$ cat src/rtl/button_event.sv
// Button event generator: press/release pulses, long-press detection and a press counter.
// Define BUTTON_REPEAT_EN to add auto-repeat pulses while a long press is held.
module button_event #(
   parameter int CLK_FREQUENCY  = 100_000_000,
   parameter int LONG_TIME_US   = 1_000_000,
   parameter int REPEAT_TIME_US = 200_000
) (
   input  logic       clk,
   input  logic       rst,
   input  logic       debounced,
   output logic       press,
   output logic       release_pulse,
   output logic       long_press,
   output logic       repeat_pulse,
   output logic       held,
   output logic [7:0] press_count
);

   localparam int LONG_CLOCKS = CLK_FREQUENCY / 1_000_000 * LONG_TIME_US;
   localparam int HOLD_W      = $clog2(LONG_CLOCKS + 1);
   localparam logic [HOLD_W-1:0] LONG_LAST = HOLD_W'(LONG_CLOCKS - 1);

   typedef enum logic [1:0] {IDLE, HELD, LONG} state_t;

   state_t            state, state_nxt;
   logic              debounced_d;
   logic              rise, fall;
   logic [HOLD_W-1:0] hold_cnt, hold_cnt_nxt;
   logic              press_nxt, release_nxt, long_nxt, held_nxt;

`ifdef BUTTON_REPEAT_EN
   localparam int REPEAT_CLOCKS = CLK_FREQUENCY / 1_000_000 * REPEAT_TIME_US;
   localparam int REP_W         = $clog2(REPEAT_CLOCKS + 1);
   localparam logic [REP_W-1:0] REP_LAST = REP_W'(REPEAT_CLOCKS - 1);

   logic [REP_W-1:0] rep_cnt, rep_cnt_nxt;
   logic             repeat_nxt;
`endif

   assign rise = debounced & ~debounced_d;
   assign fall = ~debounced & debounced_d;

   // debounced_d resets high so a button held through reset is not seen as a rise
   always_ff @(posedge clk or negedge rst) begin
      if (!rst) begin
         state         <= IDLE;
         debounced_d   <= 1'b1;
         hold_cnt      <= '0;
         press         <= 1'b0;
         release_pulse <= 1'b0;
         long_press    <= 1'b0;
         held          <= 1'b0;
         press_count   <= 8'd0;
`ifdef BUTTON_REPEAT_EN
         rep_cnt       <= '0;
         repeat_pulse  <= 1'b0;
`endif
      end else begin
         state         <= state_nxt;
         debounced_d   <= debounced;
         hold_cnt      <= hold_cnt_nxt;
         press         <= press_nxt;
         release_pulse <= release_nxt;
         long_press    <= long_nxt;
         held          <= held_nxt;
         press_count   <= press_count + 8'(press_nxt);
`ifdef BUTTON_REPEAT_EN
         rep_cnt       <= rep_cnt_nxt;
         repeat_pulse  <= repeat_nxt;
`endif
      end
   end

   // A fall is tested before any threshold so it always wins a tie
   always_comb begin
      state_nxt    = state;
      hold_cnt_nxt = hold_cnt;
      press_nxt    = 1'b0;
      release_nxt  = 1'b0;
      long_nxt     = 1'b0;
`ifdef BUTTON_REPEAT_EN
      rep_cnt_nxt  = rep_cnt;
      repeat_nxt   = 1'b0;
`endif
      case (state)
         IDLE: begin
            if (rise) begin
               state_nxt    = HELD;
               hold_cnt_nxt = '0;
               press_nxt    = 1'b1;
            end
         end
         HELD: begin
            if (fall) begin
               state_nxt   = IDLE;
               release_nxt = 1'b1;
            end else if (debounced) begin
               if (hold_cnt == LONG_LAST) begin
                  state_nxt = LONG;
                  long_nxt  = 1'b1;
`ifdef BUTTON_REPEAT_EN
                  rep_cnt_nxt = '0;
`endif
               end else begin
                  hold_cnt_nxt = hold_cnt + HOLD_W'(1);
               end
            end
         end
         LONG: begin
            if (fall) begin
               state_nxt   = IDLE;
               release_nxt = 1'b1;
            end
`ifdef BUTTON_REPEAT_EN
            else if (debounced) begin
               if (rep_cnt == REP_LAST) begin
                  repeat_nxt  = 1'b1;
                  rep_cnt_nxt = '0;
               end else begin
                  rep_cnt_nxt = rep_cnt + REP_W'(1);
               end
            end
`endif
         end
         default: state_nxt = IDLE;
      endcase
      held_nxt = (state_nxt != IDLE);
   end

`ifndef BUTTON_REPEAT_EN
   assign repeat_pulse = 1'b0;
`endif

endmodule

$ cat config.mk
export PLATFORM = sky130hd
export DESIGN_NAME = button_event
export DESIGN_NICKNAME = d
export VERILOG_FILES = /design/src/rtl/button_event.sv
export SDC_FILE = /design/constraint.sdc
export NUM_CORES = 1
export LEC_CHECK = 0
export CORE_MARGIN = 4
export CORE_UTILIZATION = 30
export DETAILED_ROUTE_END_ITERATION = 10
export GPL_TIMING_DRIVEN = 0
export SETUP_SLACK_MARGIN = 0.15
export SYNTH_ARGS = -nofsm -noshare
export SYNTH_HDL_FRONTEND = slang
export SYNTH_SLANG_ARGS = --single-unit
$ cat constraint.sdc
create_clock -name clk -period 3.25 [get_ports clk]
set_clock_uncertainty 0.05 [all_clocks]
set_input_delay 0.325 -clock clk [delete_from_list [all_inputs] [get_ports clk]]
set_output_delay 0.325 -clock clk [all_outputs]
set_load 0.005 [all_outputs]
Word level (Yosys, flattened, before mapping)
Index checks and enable logic that the tools add are counted.

Bits in registers: 42. Input port bits: 3. Logic and storage cells: 45.

$add $sub $neg: 2. Equality and inequality tests: 7. Mux-type cells: 19. Bitwise gates (word level): 4. Reduce and logical (&&, ||, !) cells: 5.

Operator list (number): $mux 27 (4); $pmux 27 s2 (1); $add 27x1->27 const B (1); $eq 27x27->1 const B (1); $mux 2 (5); $add 8x1->8 (1); $mux 1 (8); $ne 2x2->1 const B (4); $pmux 2 s3 (1); $reduce_and 5->1 (1); $reduce_bool 2->1 (2); $and 1x1->1 (2); $eq 2x1->1 const B (1); $eq 2x2->1 const B (1); $logic_not 2->1 (1); $not 1->1 (2); $reduce_or 2->1 (1).

Longest topological paths before layout
Depth after elaboration: 6. Depth in mapped cells: 9. Mapped depth without buffers: 8.

Worst setup path before layout
OpenSTA, ideal clock, no wires.

Kind: register to register. Start: register hold_cnt[0]. End: register held. Setup time: 0.136 ns. Arrival time: 2.090 ns. Data required time: 3.064 ns. Setup slack: 0.974 ns. Cell stages (with the launch flop): 8. Buffers on the path: 1. Cells stage by stage: dfrtp_1 ha_1 nand3_1 or4_4 or3_1 buf_6 o2111ai_2 o211ai_2.

Cells in the longest elaborated chain, start to end: 6.

Ends and longest elaborated chain: start, declared (line 28) `logic [HOLD_W-1:0] hold_cnt, hold_cnt_nxt;`; start signal, assigned (line 61) `hold_cnt <= hold_cnt_nxt;`; $eq 27x27->1 (line 98) `if (hold_cnt == LONG_LAST) begin`; $mux 2 (line 98); $mux 2 (line 97) `end else if (debounced) begin`; $mux 2 (line 94) `if (fall) begin`; $pmux 2 s3 (line 85) `case (state)`; $reduce_bool 2->1 (line 127) `held_nxt = (state_nxt != IDLE);`; via held_nxt (line 29) `logic press_nxt, release_nxt, long_nxt, held_nxt;`; end signal, assigned (line 65) `held <= held_nxt;`; end, declared (line 15) `output logic held,`.

The timed path passes the listed nets, and every way through them passes these cells. A chain may end at the register's enable or synchronous reset.

Final worst setup path
Start: register hold_cnt[0]. End: register hold_cnt[14].

Cells in the longest elaborated chain, start to end: 5.

Ends and longest elaborated chain: $add 27x1->27 (line 105) `hold_cnt_nxt = hold_cnt + HOLD_W'(1);`; $mux 27 (line 98); $mux 27 (line 97); $mux 27 (line 94); $pmux 27 s2 (line 85).

Several ways; a longest one is shown, not always the timed one. The select of a mux whose other input is x is not followed.

==> results_dict.tcl <==
set metrics [dict create \
    async_reset_ff_share_pct 100 \
    synth_xor_area_share_pct 3.01 \
    routed_wl_um 5340 \
    synth_area_um2 2330 \
    hold_path_class "in -> async" \
    setup_viol 0 \
    power_mw 1.49 \
    slowest_delay_ns 0.61 \
    irDropWorstVdd_mv 0.316 \
    pre_cts_slack_ns 0.660 \
    p_per_area_nw_per_um2 551 \
    arrival_ns 2.78 \
    ant_nets 0 \
    cp_num_buf_inv 1 \
    slew_violations 0 \
    tns_ns 0 \
    overflow 0 \
    synth-seq-area-share_pct 45.2 \
    wl_per_cell_um 15.0 \
    synth_area_leader_cell "dfrtp_1" \
    htree_levels 2 \
    rsz0062_at_grt "no" \
    finalCritPeriodShare_pct 80.6 \
    dieArea_um2 9240 \
    status "finished, final reports clean" \
    crit_family "compound AO/OA/AOI/OAI gates" \
    path_cells "ha_1 > nand3_1 > or4_4 > o41ai_4 > buf_6 > o21ai_0 > o21ai_0" \
    synth_warnings 0 \
    cts_num_sinks 42 \
    grt_pass1_vias 1768 \
    path_common_cell "o21ai_0" \
    maxSlewHeadroom_pct 58.8 \
    drc 0 \
    end_kind "register" \
    place.gp.congestion 0.817 \
    cts_buffers 5 \
    drtPass1Iterations 4 \
    syn-num-nets 243 \
    synth_seq_cells 42 \
    cts_root_buf "clkbuf_8" \
    synth.distinct_cells 52 \
    post-route-min-period_ns 2.62 \
    synth_edf_count 0 \
    syn2layout_area_growth_pct 16.3 \
    r2r_setup_slack_ns 0.63 \
    cts_tree "yes" \
    initial_core_util_pct 31.4 \
    synth.area.mux_share_pct 0 \
    antenna_found_initial 0 \
    syn_area_per_cell_um2 10.0 \
    rr_worst_depth 7 \
    drive_above_1_share_pct 14.4 \
    maxCapViolCount 0 \
    crit_path_max_fanout 10 \
    die_w_um 96.1 \
    row_count 31 \
    synth_compound_gate_area_share_pct 21.1 \
    reg2reg_to "hold_cnt[14]$_DFFE_PN0P_" \
    yosys-top-cells-count "dfrtp_1 (41), nand2_1 (23), o21ai_0 (20)" \
    synthTopCellsByArea "dfrtp_1 (44%), o21ai_0 (4.3%), ha_1 (3.8%), nand2_1 (3.7%), nand3_1 (3.2%)" \
    synth_top_family_by_area "simple AND/OR/NAND/NOR gates" \
    fin_util_pct 36.6 \
    dpl.hpwl_um 3870 \
    synth_ff_type "dfrtp_1" \
    slowest_stage "o41ai_4" \
    core_um2 7410 \
    r2r_start "hold_cnt[0]$_DFFE_PN0P_" \
    worstSkewPairLatency_ns 0.30 \
    synth_top_area_share_pct 44.0 \
    nets 266 \
    crit_path_start_kind "register" \
    whs_ns 0.401 \
    die_height_um 96.1 \
    clock_path_buffers 2 \
    track_usage_pct 12.9 \
    path_class "reg -> reg" \
    synthSimpleGateAreaFrac_pct 22.6 \
    viasPerCell 5.33 \
    num_vias 1897 \
    cellLeakagePower_nw 1.12 \
    clk_pin_slew_ns 0.09 \
    fmax_mhz 382 \
    ioPinCount 16 \
    grt_first_pass_wirelength_um 9030 \
    synthCells 233 \
    synth_fa_ha_area_share_pct 3.76 \
    grt_max_degree 30 \
    final-hold-violation-count 0 \
    drtIter0Drc 120 \
    port_buffers 14 \
    cts-resized-gates 0 \
    tightestPinTransition_ns 0.612 \
    num_antenna_cells 0 \
    synth_most_common_cell "dfrtp_1" \
    worstPathRequired_ns 3.41 \
    setup_slack_ns 0.630 \
]
[layer usage]
metal	track usage, %	part of all wire, %	vias to the layer above
met5	0	0	-
met4	6.75	1.6	0
met3	2.42	3.4	6
met2	18.8	45	37
met1	18.0	50	924
li1	-	-	930
[worst max-delay path by stage]
| stage | cells after the start | startpoint | to |
|---|---|---|---|
| floorplan | 7 | hold_cnt[0]$_DFFE_PN0P_ | held$_DFF_PN0_ |
| global placement | 7 | hold_cnt[0]$_DFFE_PN0P_ | hold_cnt[25]$_DFFE_PN0P_ |
| detailed placement | 7 | hold_cnt[0]$_DFFE_PN0P_ | hold_cnt[14]$_DFFE_PN0P_ |
| CTS | 7 | hold_cnt[0]$_DFFE_PN0P_ | hold_cnt[14]$_DFFE_PN0P_ |
| global route | 7 | hold_cnt[0]$_DFFE_PN0P_ | hold_cnt[24]$_DFFE_PN0P_ |
| finish | 7 | hold_cnt[0]$_DFFE_PN0P_ | hold_cnt[14]$_DFFE_PN0P_ |
[per-stage QoR]
step	std cells	area (µm²)
6_report	356	2710
5_1_grt	356	2710
4_1_cts	356	2710
3_5_place_dp	347	2610
3_3_place_gp	346	2590
2_1_floorplan	233	2330
[state kept, by name (all words and copies together), names as in the netlist]
| register | flops |
|---|---|
| debounced_d | 1 |
| hold_cnt | 27 |
| state | 2 |
| held | 1 |
| press_count | 8 |
| release_pulse | 1 |
| press | 1 |
| long_press | 1 |
[layout make-up]
class | instances | area [µm²]
buffer | 10 | 80.1
tap | 99 | 124
inverter | 5 | 18.8
fill | 757 | 4700
clock buffer | 7 | 86.3
timing repair buffer | 16 | 165
multi-input combinational | 176 | 1180
sequential | 42 | 1050
clock inverter | 1 | 5.00
[cell families (layout without fill, tap and decap cells)]
group / count (synthesis) / count (layout)
other: 1 / 1
DFF: 42 / 42
AOI/OAI and AO/OA: 68 / 68
buffers and inverters: 15 / 39
xor gates and xnor gates: 8 / 8
and+or+nand+nor: 92 / 92
adders and majority gates: 7 / 7
[layout by cell type, fill, tap and decap left out, drive strengths merged, types with 2 or more instances in the layout]
cell type	instances
o31a	2
nor4	3
or4	3
and3	9
a41oi	2
nor2b	2
nand4	4
clkdlybuf4s50	13
o31ai	9
dfrtp	41
and2b	2
and2	4
ha	7
inv	5
nand3	15
o21a	2
or3	3
nand4bb	2
buf	9
a31oi	3
o21ai	22
a21oi	8
nand2	24
xnor2	5
nor2	12
o41ai	9
o211ai	4
and4	6
o311ai	2
or2	2
xor2	3
clkbuf	10
[where the power goes]
group,internal (mW),leakage (nW),total [mW],switching (mW)
clock network,0.172,0.0482,0.355,0.184
logic,0.219,0.503,0.476,0.257
registers,0.590,0.568,0.663,0.0733
[what timing repair did]
| action | 4_1_cts | 5_1_grt |
|---|---|---|
| hold endpoints to repair | 12 | 0 |
| buffers inserted | 0 | 0 |
| hold buffers | 1 | 0 |
(Power assumes the default switching activity.)
